--- config.mk ---
export PLATFORM = sky130hd
export DESIGN_NAME = multi_edge_debounce_flat
export DESIGN_NICKNAME = d
export VERILOG_FILES = /design/src/rtl/multi_edge_debounce_if.sv /design/src/rtl/multi_edge_debounce.sv /design/src/flat_wrapper.sv
export SDC_FILE = /design/constraint.sdc
export NUM_CORES = 1
export LEC_CHECK = 0
export CORE_MARGIN = 5
export CORE_UTILIZATION = 52
export DETAILED_ROUTE_END_ITERATION = 10
export PLACE_DENSITY = 0.76
export SLEW_MARGIN = 20
export SYNTH_ARGS = -nofsm -noshare
export SYNTH_HDL_FRONTEND = slang
export SYNTH_SLANG_ARGS = --single-unit
--- constraint.sdc ---
create_clock -name CLK -period 3.41 [get_ports CLK]
set_input_delay 0.5115 -clock CLK [delete_from_list [all_inputs] [get_ports CLK]]
set_output_delay 0.5115 -clock CLK [all_outputs]
set_load 0.1 [all_outputs]
--- src/rtl/multi_edge_debounce_if.sv ---
// Signal bundle between raw board inputs / user logic and multi_edge_debounce.
// Inputs are sampled on the rising clock edge; outputs change only on that edge.
interface multi_edge_debounce_if #(
  parameter int CHANNELS = 4,
  parameter int CNT_W    = 8
);
  logic [CHANNELS-1:0]       IN;
  logic [CHANNELS-1:0]       CLR_STICKY;
  logic [CHANNELS-1:0]       CLR_CNT;
  logic [CHANNELS-1:0]       STABLE;
  logic [CHANNELS-1:0]       EDGE;
  logic [CHANNELS-1:0]       STICKY;
  logic [CHANNELS*CNT_W-1:0] EVT_CNT;

  // master drives raw levels and clears; slave (the debouncer) drives status
  modport master (
    output IN, CLR_STICKY, CLR_CNT,
    input  STABLE, EDGE, STICKY, EVT_CNT
  );

  modport slave (
    input  IN, CLR_STICKY, CLR_CNT,
    output STABLE, EDGE, STICKY, EVT_CNT
  );
endinterface

--- src/rtl/multi_edge_debounce.sv ---
// Per-channel synchroniser, debouncer and edge detector with sticky flags
// and saturating event counters, running on the system clock.
module multi_edge_debounce #(
  parameter int CHANNELS    = 4,
  parameter int SYNC_STAGES = 2,
  parameter int DB_COUNT    = 250000,
  parameter int DB_W        = 18,
  parameter int EDGE_MODE   = 0,
  parameter int CNT_W       = 8
) (
  input  logic                 CLK,
  input  logic                 RST_N,
  multi_edge_debounce_if.slave bus
);

  if (DB_COUNT < 1 || SYNC_STAGES < 2 || EDGE_MODE < 0 || EDGE_MODE > 2 ||
      (64'd1 << DB_W) <= 64'(DB_COUNT)) begin : g_bad_params
    $error("multi_edge_debounce: illegal parameter combination");
  end

  localparam logic [DB_W-1:0]  DB_LAST = DB_W'(DB_COUNT - 1);
  localparam logic [CNT_W-1:0] CNT_MAX = '1;

  // Reset asserts asynchronously, releases on the clock
  logic [1:0] rst_sync_q;
  logic       rst_n_int;

  always_ff @(posedge CLK or negedge RST_N) begin
    if (!RST_N) rst_sync_q <= '0;
    else        rst_sync_q <= {rst_sync_q[0], 1'b1};
  end

  assign rst_n_int = rst_sync_q[1];

  logic [SYNC_STAGES-1:0]    sync_q    [CHANNELS];
  logic [DB_W-1:0]           db_cnt_q  [CHANNELS];
  logic [CNT_W-1:0]          evt_cnt_q [CHANNELS];
  logic [CHANNELS-1:0]       stable_q;
  logic [CHANNELS-1:0]       edge_q;
  logic [CHANNELS-1:0]       sticky_q;
  logic [CHANNELS-1:0]       s_lvl;
  logic [CHANNELS-1:0]       toggle;
  logic [CHANNELS-1:0]       evt;
  logic [CHANNELS*CNT_W-1:0] evt_cnt_flat;

  // toggle: the new level has persisted long enough and STABLE flips this edge
  always_comb begin
    s_lvl  = '0;
    toggle = '0;
    evt    = '0;
    for (int c = 0; c < CHANNELS; c++) begin
      s_lvl[c]  = sync_q[c][SYNC_STAGES-1];
      toggle[c] = (s_lvl[c] != stable_q[c]) && (db_cnt_q[c] == DB_LAST);
      case (EDGE_MODE)
        0:       evt[c] = toggle[c] & ~stable_q[c];
        1:       evt[c] = toggle[c] &  stable_q[c];
        default: evt[c] = toggle[c];
      endcase
    end
  end

  always_ff @(posedge CLK or negedge rst_n_int) begin
    if (!rst_n_int) begin
      for (int c = 0; c < CHANNELS; c++) begin
        sync_q[c]    <= '0;
        db_cnt_q[c]  <= '0;
        evt_cnt_q[c] <= '0;
      end
      stable_q <= '0;
      edge_q   <= '0;
      sticky_q <= '0;
    end else begin
      edge_q   <= evt;
      stable_q <= stable_q ^ toggle;
      // a new event wins over a coincident clear
      sticky_q <= evt | (sticky_q & ~bus.CLR_STICKY);
      for (int c = 0; c < CHANNELS; c++) begin
        sync_q[c] <= {sync_q[c][SYNC_STAGES-2:0], bus.IN[c]};
        if ((s_lvl[c] == stable_q[c]) || toggle[c]) db_cnt_q[c] <= '0;
        else                                        db_cnt_q[c] <= db_cnt_q[c] + DB_W'(1);
        if (bus.CLR_CNT[c])
          evt_cnt_q[c] <= evt[c] ? CNT_W'(1) : '0;
        else if (evt[c] && (evt_cnt_q[c] != CNT_MAX))
          evt_cnt_q[c] <= evt_cnt_q[c] + CNT_W'(1);
      end
    end
  end

  always_comb begin
    evt_cnt_flat = '0;
    for (int c = 0; c < CHANNELS; c++) begin
      evt_cnt_flat[c*CNT_W +: CNT_W] = evt_cnt_q[c];
    end
  end

  assign bus.STABLE  = stable_q;
  assign bus.EDGE    = edge_q;
  assign bus.STICKY  = sticky_q;
  assign bus.EVT_CNT = evt_cnt_flat;

endmodule

--- src/flat_wrapper.sv ---
// flat-port wrapper written by rule: the top's interface ports become plain ports
module multi_edge_debounce_flat 
#(
  parameter int CHANNELS    = 4,
  parameter int SYNC_STAGES = 2,
  parameter int DB_COUNT    = 250000,
  parameter int DB_W        = 18,
  parameter int EDGE_MODE   = 0,
  parameter int CNT_W       = 8
)
  (CLK, RST_N, bus_IN, bus_CLR_STICKY, bus_CLR_CNT, bus_STABLE, bus_EDGE, bus_STICKY, bus_EVT_CNT);
  multi_edge_debounce_if #(.CHANNELS(CHANNELS), .CNT_W(CNT_W)) bus_i ();
  input  logic CLK;
  input  logic RST_N;
  input wire logic [$bits(bus_i.IN)-1:0] bus_IN;
  input wire logic [$bits(bus_i.CLR_STICKY)-1:0] bus_CLR_STICKY;
  input wire logic [$bits(bus_i.CLR_CNT)-1:0] bus_CLR_CNT;
  output wire logic [$bits(bus_i.STABLE)-1:0] bus_STABLE;
  output wire logic [$bits(bus_i.EDGE)-1:0] bus_EDGE;
  output wire logic [$bits(bus_i.STICKY)-1:0] bus_STICKY;
  output wire logic [$bits(bus_i.EVT_CNT)-1:0] bus_EVT_CNT;
  assign bus_i.IN = bus_IN;
  assign bus_i.CLR_STICKY = bus_CLR_STICKY;
  assign bus_i.CLR_CNT = bus_CLR_CNT;
  assign bus_STABLE = bus_i.STABLE;
  assign bus_EDGE = bus_i.EDGE;
  assign bus_STICKY = bus_i.STICKY;
  assign bus_EVT_CNT = bus_i.EVT_CNT;
  multi_edge_debounce #(.CHANNELS(CHANNELS), .SYNC_STAGES(SYNC_STAGES), .DB_COUNT(DB_COUNT), .DB_W(DB_W), .EDGE_MODE(EDGE_MODE), .CNT_W(CNT_W)) u_core (.CLK(CLK), .RST_N(RST_N), .bus(bus_i));
endmodule
# == After elaboration in Yosys (flattened, before gate mapping) ==
# Cells that the tools add are included.
# classes
addsub,8
eq_ne,16
mux,16
n_bitwise,12
n_reduce_logical,16
# ops
operator,count
$add 18x1->18 const B,4
$eq 18x18->1 const B,4
$mux 18,4
$mux 8,8
$add 8x1->8 const B,4
$ne 8x8->1 const B,4
$logic_and 1x1->1,8
$reduce_bool 2->1,4
$and 1x1->1,4
$and 4x4->4,1
$eq 1x1->1,4
$logic_or 1x1->1,4
$mux 1,4
$ne 1x1->1,4
$not 1->1,4
$not 4->4,1
$or 4x4->4,1
$xor 4x4->4,1
# totals
ff_bits,126
in_bits,14
output_inout_bits,44

# == Longest topological paths before layout ==
# Gate-level depths: netlist (run 1).
# depth
word_depth,6
depth_mapped,9

# == Worst setup path after synthesis (run 1) ==
# No wires, ideal clock.
# synth_path
path_kind,register to register
from,"register u_core.evt_cnt_q, in the netlist u_core.bus.EVT_CNT[0]"
to,"register u_core.evt_cnt_q, in the netlist u_core.bus.EVT_CNT[6]"
arrival_ps,2486
required_ps,3285
setup_slack_ps,799
path_stages_with_launch,8
path_buffers,1
synth_period_minus_slack_ps,2611
path_cell_list,dfrtp_1 -> ha_1 -> nand3_1 -> nor2_1 -> or4_4 -> buf_6 -> nor4_1 -> mux2_2
# synth_via
elab_chain_len,3
# synth_rtl
element,line_no,text
from (decl),multi_edge_debounce.sv:37,logic [CNT_W-1:0] evt_cnt_q [CHANNELS];
"from (signal, indexed assignment)",multi_edge_debounce.sv:82,evt_cnt_q[c] <= evt[c] ? CNT_W'(1) : '0;
"from (signal, indexed assignment)",multi_edge_debounce.sv:84,evt_cnt_q[c] <= evt_cnt_q[c] + CNT_W'(1);
$add 8x1->8 / $ne 8x8->1 (equally long branches),"multi_edge_debounce.sv:84, multi_edge_debounce.sv:83",
$mux 8 / $logic_and 1x1->1 (equally long branches),multi_edge_debounce.sv:83,else if (evt[c] && (evt_cnt_q[c] != CNT_MAX))
$mux 8 / $reduce_bool 2->1 (equally long branches),--,
# Several ways; a longest one is shown, not always the timed one. The select of a mux whose other input is x is not followed.
# A chain may end at the register's enable or synchronous reset.

# == Worst setup path after layout (run 1) ==
# layout_path
from,"register u_core.evt_cnt_q, in the netlist u_core.bus.EVT_CNT[23]"
to,output port bus_EVT_CNT[23]
# layout_rtl
element,line_no,text
to (decl),flat_wrapper.sv:21,output wire logic [$bits(bus_i.EVT_CNT)-1:0] bus_EVT_CNT;
# No word-level cell between the ends.

==> results_dict.tcl, run 1 <==
set metrics [dict create \
    fmax_ghz 0.390 \
    routed_wl_um 12300 \
    critPathCaptureType "primary output" \
    post_cts_resized 0 \
    async_flop_share_pct 100 \
    synth_seq_area_share_pct 52.4 \
    dr.first_iter.drc_count 379 \
    insertion_delay_ns 0.41 \
    cts_max_level 4 \
    initial_core_util_pct 52.9 \
    fin_ws_ns 0.846 \
    total_power_mw 3.46 \
    grt_pass1_vias 4775 \
    crit_slowest_cell "clkdlybuf4s50_1" \
    final_nets 692 \
    hold_viol 0 \
    area_delta_synth_final_pct 22.0 \
    crit_path_max_incr_delay_ns 1.18 \
    slew_headroom_pct 33.7 \
    synth_area_leaders "dfrtp_1 (52%), nor2_1 (7.1%), xor2_1 (5.5%)" \
    avgSynthCellArea_um2 9.91 \
    path_cells "clkdlybuf4s50_1" \
    diodes 0 \
    drc_errors 0 \
    io_pins 58 \
    cts_tree "built" \
    synth_adder_area_share_pct 1.66 \
    hold_buffers 0 \
    power_leakage_nw 3.09 \
    ys.flop_type "dfrtp_1" \
    drive_above_1_share_pct 7.17 \
    clockBufferDepth 2 \
    dp.cells 794 \
    critPathMaxFanout 7 \
    fin_setup_tns_ns 0 \
    track_usage_pct 18.7 \
    criticalPathCategory "flip-flop to primary output" \
    period_minus_slack_ns 2.56 \
    synth_top_area_cell "dfrtp_1" \
    synth_xor_xnor_area_share_pct 10.6 \
    hpwl_um 8050 \
    portBuffers 57 \
    dieArea_um2 13800 \
    synth_top_family_by_area "simple AND/OR/NAND/NOR gates" \
    clockRootBuffer "clkbuf_16" \
    finalWeightedCongestion 0.857 \
    coreArea_um2 11400 \
    slew_viol_final 0 \
    syn_nets 629 \
    wl_per_cell_um 14.9 \
    avgViaCountPerCell 5.65 \
    cts_setup_buffers 0 \
    hold_path.class "input pin to async pin" \
    antenna_found_initial 0 \
    placed_cell_area_um2 6730 \
    synth_edf_count 0 \
    muxShareOfSynthArea_pct 1.79 \
    synth-compound-area-share_pct 3.95 \
    grt_max_degree 74 \
    period_share_pct 75.2 \
    fin_area_um2 7340 \
    cp_num_buf_inv 1 \
    grt_pass1_wl_um 22000 \
    multi_input_area_um2 2750 \
    synth_seq_cells 126 \
    irDropWorstVdd_v 0.000433 \
    powerDensity_nw_per_um2 472 \
    setup_viol 0 \
    fin_util_pct 64.5 \
    ant_nets 0 \
    clock-sinks 126 \
    whs_ns 0.262 \
    ys_types 49 \
    max-cap-violations 0 \
    rsz0062_at_grt "no" \
    dp_slack_ns 1.18 \
    dr.pass1.iters 8 \
    numCtsBuffers 17 \
    start_kind "flip-flop" \
    cp.arrival_ns 2.05 \
    yosys.area_share.simple_pct 27.5 \
    cp.required_ns 2.90 \
    stdcell_count 826 \
    r2r_slack_ns 1.12 \
    die_w_um 118 \
    synthCells 607 \
    dr_total_vias 4668 \
    worst_slew_pin_slew_ns 0.992 \
    syn_area_um2 6010 \
    layout.area.seq_um2 3160 \
    cp_top_family "buffers and inverters" \
    run_status "finished, final reports clean" \
    synth_top_cell_area_share_pct 52.4 \
    die_h_um 118 \
    fillers 891 \
    yosys_warnings 0 \
    std_cell_rows 39 \
    finClkSkew_ns 0.00589 \
    grt_overflow 0 \
    clkTransAtPathRegs_ns 0.05 \
]
-- Yosys cell counts, types with 2 or more instances --
master / count
dfrtp_1: 126
nor2_1: 114
nand3_1: 43
xor2_1: 38
nand2_1: 37
xnor2_1: 35
nand4_1: 20
and3_1: 15
nor3_1: 15
o21ai_0: 14
inv_1: 13
nand2b_1: 13
nor4_1: 13
a21oi_1: 11
clkbuf_1: 11
and4_1: 9
nor2b_1: 9
ha_1: 8
mux2_2: 6
or4_1: 6
nor4b_1: 5
a21o_1: 4
mux2i_1: 4
nand4b_1: 4
o31ai_1: 4
or3_1: 3
a31o_2: 2
a31oi_1: 2
and2_1: 2
nor3b_1: 2
-- kinds of logic (layout without fill, tap and decap cells) --
logic type               Yosys count  after routing
other                              1              1
multiplexers                      10             10
adder cells (fa/ha/maj)            8              8
flip-flops                       126            126
XOR/XNOR                          73             73
AND/OR/NAND/NOR                  321            321
buffers and inverters             28            104
AO/OA/AOI/OAI                     40             40
-- where the power goes --
group          switching (mW)  internal [mW]  total, mW
Clock                   0.635           1.20       1.84
Sequential             0.0271           1.51       1.54
Combinational          0.0526         0.0328     0.0854
Total                   0.714           2.75       3.46
-- area by class of cell --
type                    count  area share, %
flip-flops and latches    126           43.0
multi-input cells         453           37.4
repair buffers             59           8.15
clock buffers              21           6.41
well taps                 143           2.44
clock inverters            11           1.89
inverters                  13          0.665
-- layer usage --
layer  track usage, %  share of wire, %  vias to the layer above
met3             6.10               4.8                       15
met5                0                 0                        -
li1                 -                 -                     2243
met2             30.7                49                      112
met4             6.67               1.4                        0
met1             23.3                45                     2298
-- registers in the layout (all words and copies together) (netlist names), named ones only --
register,flops
u_core.db_cnt_q,72
u_core.bus.EVT_CNT,32
u_core.bus.EDGE,4
u_core.bus.STICKY,4
u_core.s_lvl,4
u_core.sync_q,4
u_core.rst_sync_q,2
-- path summary, 6_finish.rpt --
path | from | endpoint | cells past startpoint
min | RST_N | u_core.rst_sync_q[0]$_DFF_PN0_ | 1
max | u_core.bus.EVT_CNT[23]$_DFFE_PN0P_ | bus_EVT_CNT[23] | 1
min reg2reg | u_core.sync_q[4]$_DFF_PN0_ | u_core.s_lvl[1]$_DFF_PN0_ | 0
min in group CLK | u_core.sync_q[4]$_DFF_PN0_ | u_core.s_lvl[1]$_DFF_PN0_ | 0
max in group asynchronous | u_core.rst_sync_q[1]$_DFF_PN0_ | u_core.bus.STICKY[3]$_DFF_PN0_ | 1
max reg2reg | u_core.db_cnt_q[54]$_DFF_PN0_ | u_core.bus.EVT_CNT[6]$_DFFE_PN0P_ | 6
-- cells in the final DEF, fill, tap and decap left out, drive strengths merged, types with 3 or more instances in the layout --
cell	n
ha	8
clkbuf	21
xnor2	35
xor2	38
a21o	4
dfrtp	126
mux2i	4
o31ai	4
nand4b	4
and4	10
nor4b	6
nand2	37
clkinv	6
a21oi	11
or3	3
nor4	14
mux2	6
inv	13
nand3	43
and3	15
clkdlybuf4s50	57
nor3	15
nor2b	9
nand4	21
or4	7
nand2b	13
nor2	114
o21ai	14
bufinv	3
Power figures use the tool's default switching activity.
==> run 2: changes to the inputs <==
Settings changed: PLACE_DENSITY 0.76 to 0.74.
Clock period 3.41 ns to 2.7 ns, I/O delays scaled along.
==> run 2 against run 1 <==
Net effect:
- critical path depth is 5 higher
- clock skew rose by 0.0039 ns
- combinational power increased by 24%
- worst hold slack lost 0.11 ns
- clock power up 41%
- non-clock buffer count grew 3
- wire length fell by 2.6%
- cell count is 0.36% higher
- worst setup slack worse by 0.45 ns
- via count fell by 0.69%
- total power rose by 34%
- critical endpoint is now u_core.bus.EVT_CNT[7]$_DFFE_PN0P_
- largest power group unchanged
==> results_dict.tcl, run 2 (synthesis gave the netlist of run 1 again) <==
set metrics [dict create \
    irDropWorstVdd_v 0.000532 \
    diodes 0 \
    dr.pass1.iters 4 \
    regMostFlops "u_core.db_cnt_q" \
    track_usage_pct 18.1 \
    fin_ws_ns 0.396 \
    whs_ns 0.148 \
    hpwl_um 8090 \
    fmax_ghz 0.434 \
    ant_nets 0 \
    layout.cells.most_common "dfrtp_1" \
    antenna_found_initial 0 \
    fin_area_um2 7310 \
    grt_pass1_vias 4554 \
    finClkSkew_ns 0.00982 \
    setup_viol 0 \
    period_share_pct 85.3 \
    clockRootBuffer "clkbuf_16" \
    grt_max_degree 50 \
    post_cts_resized 0 \
    worst_r2r_path_depth 6 \
    worst_slew_pin_slew_ns 0.663 \
    timing.rr.start "u_core.db_cnt_q[54]$_DFF_PN0_" \
    hold_viol 0 \
    dieArea_um2 13800 \
    hold_path.class "input pin to async pin" \
    fin_setup_tns_ns 0 \
    largest_reg_flops 72 \
    io_pins 58 \
    cp.required_ns 3.04 \
    drive_above_1_share_pct 14.0 \
    criticalPathCategory "flip-flop to flip-flop" \
    final_nets 695 \
    power_leakage_nw 3.22 \
    dp_slack_ns 0.482 \
    drc_errors 0 \
    insertion_delay_ns 0.41 \
    std_cell_rows 39 \
    dr_total_vias 4636 \
    dr.first_iter.drc_count 324 \
    coreArea_um2 11400 \
    cp.arrival_ns 2.64 \
    clockBufferDepth 2 \
    timing.rr.end "u_core.bus.EVT_CNT[7]$_DFFE_PN0P_" \
    slew_headroom_pct 55.4 \
    run_status "finished, final reports clean" \
    cts_max_level 4 \
    placed_cell_area_um2 6630 \
    routed_wl_um 12000 \
    grt_overflow 0 \
    cts_setup_buffers 0 \
    grt_pass1_wl_um 21100 \
    period_minus_slack_ns 2.30 \
    max-cap-violations 0 \
    critPathMaxFanout 12 \
    clkTransAtPathRegs_ns 0.06 \
    finalWeightedCongestion 0.862 \
    powerDensity_nw_per_um2 636 \
    critPathCaptureType "flip-flop" \
    hold_buffers 0 \
    portBuffers 57 \
    start_kind "flip-flop" \
    avgViaCountPerCell 5.59 \
    initial_core_util_pct 52.9 \
    rsz0062_at_grt "no" \
    die_w_um 118 \
    die_h_um 118 \
    layout_common_cells "dfrtp_1 (125), nor2_1 (114), buf_4 (49)" \
    r2r_slack_ns 0.40 \
    critPathLaunch "u_core.db_cnt_q[54]$_DFF_PN0_" \
    slew_viol_final 0 \
    wl_per_cell_um 14.4 \
    total_power_mw 4.65 \
    cts_tree "built" \
    clock-sinks 126 \
    area_delta_synth_final_pct 21.5 \
    numCtsBuffers 17 \
]
-- run 2: critical path, cell delays in order (launching register included) --
cell,delay (ns)
dfrtp_1,0.38
ha_1,0.21
and3_1,0.35
nand2_1,0.11
or4_4,0.51
or4_1,0.52
a21oi_1,0.16
-- run 2: power breakdown --
part | internal (mW) | total (mW) | switching (mW)
Sequential | 1.91 | 1.94 | 0.0321
Clock | 1.80 | 2.60 | 0.801
Combinational | 0.0408 | 0.106 | 0.0656
-- run 2: worst max path at each step --
stage	end	slack (ns)	depth (start not counted)
after CTS	u_core.bus.EVT_CNT[7]$_DFFE_PN0P_	0.42	6
final	u_core.bus.EVT_CNT[7]$_DFFE_PN0P_	0.40	6
after floorplan	u_core.bus.EVT_CNT[6]$_DFFE_PN0P_	0.09	7
after global routing	u_core.bus.EVT_CNT[6]$_DFFE_PN0P_	0.24	6
after global placement	u_core.bus.EVT_CNT[5]$_DFFE_PN0P_	0.56	6
after detailed placement	u_core.bus.EVT_CNT[6]$_DFFE_PN0P_	0.48	6
-- run 2: stage by stage --
step,util [%],cells
2_1_floorplan,-,607
3_3_place_gp,58.3,797
3_5_place_dp,58.3,797
4_1_cts,64.3,829
5_1_grt,64.3,829
6_report,64.3,829
-- run 2: area by class of cell --
type | count | area, um2
Fill cell | 904 | 4060
Sequential cell | 126 | 3160
Multi-Input combinational cell | 453 | 2750
Timing Repair Buffer | 62 | 498
Clock buffer | 21 | 470
Clock inverter | 11 | 210
Tap cell | 143 | 179
Inverter | 13 | 48.8
-- run 2: per-layer routing --
metal | wire (um) | global-route usage, % | vias up
met5 | 0 | 0 | -
met4 | 197 | 5.95 | 0
met3 | 608 | 5.72 | 21
met2 | 5710 | 29.1 | 103
met1 | 5460 | 23.5 | 2259
li1 | - | - | 2253
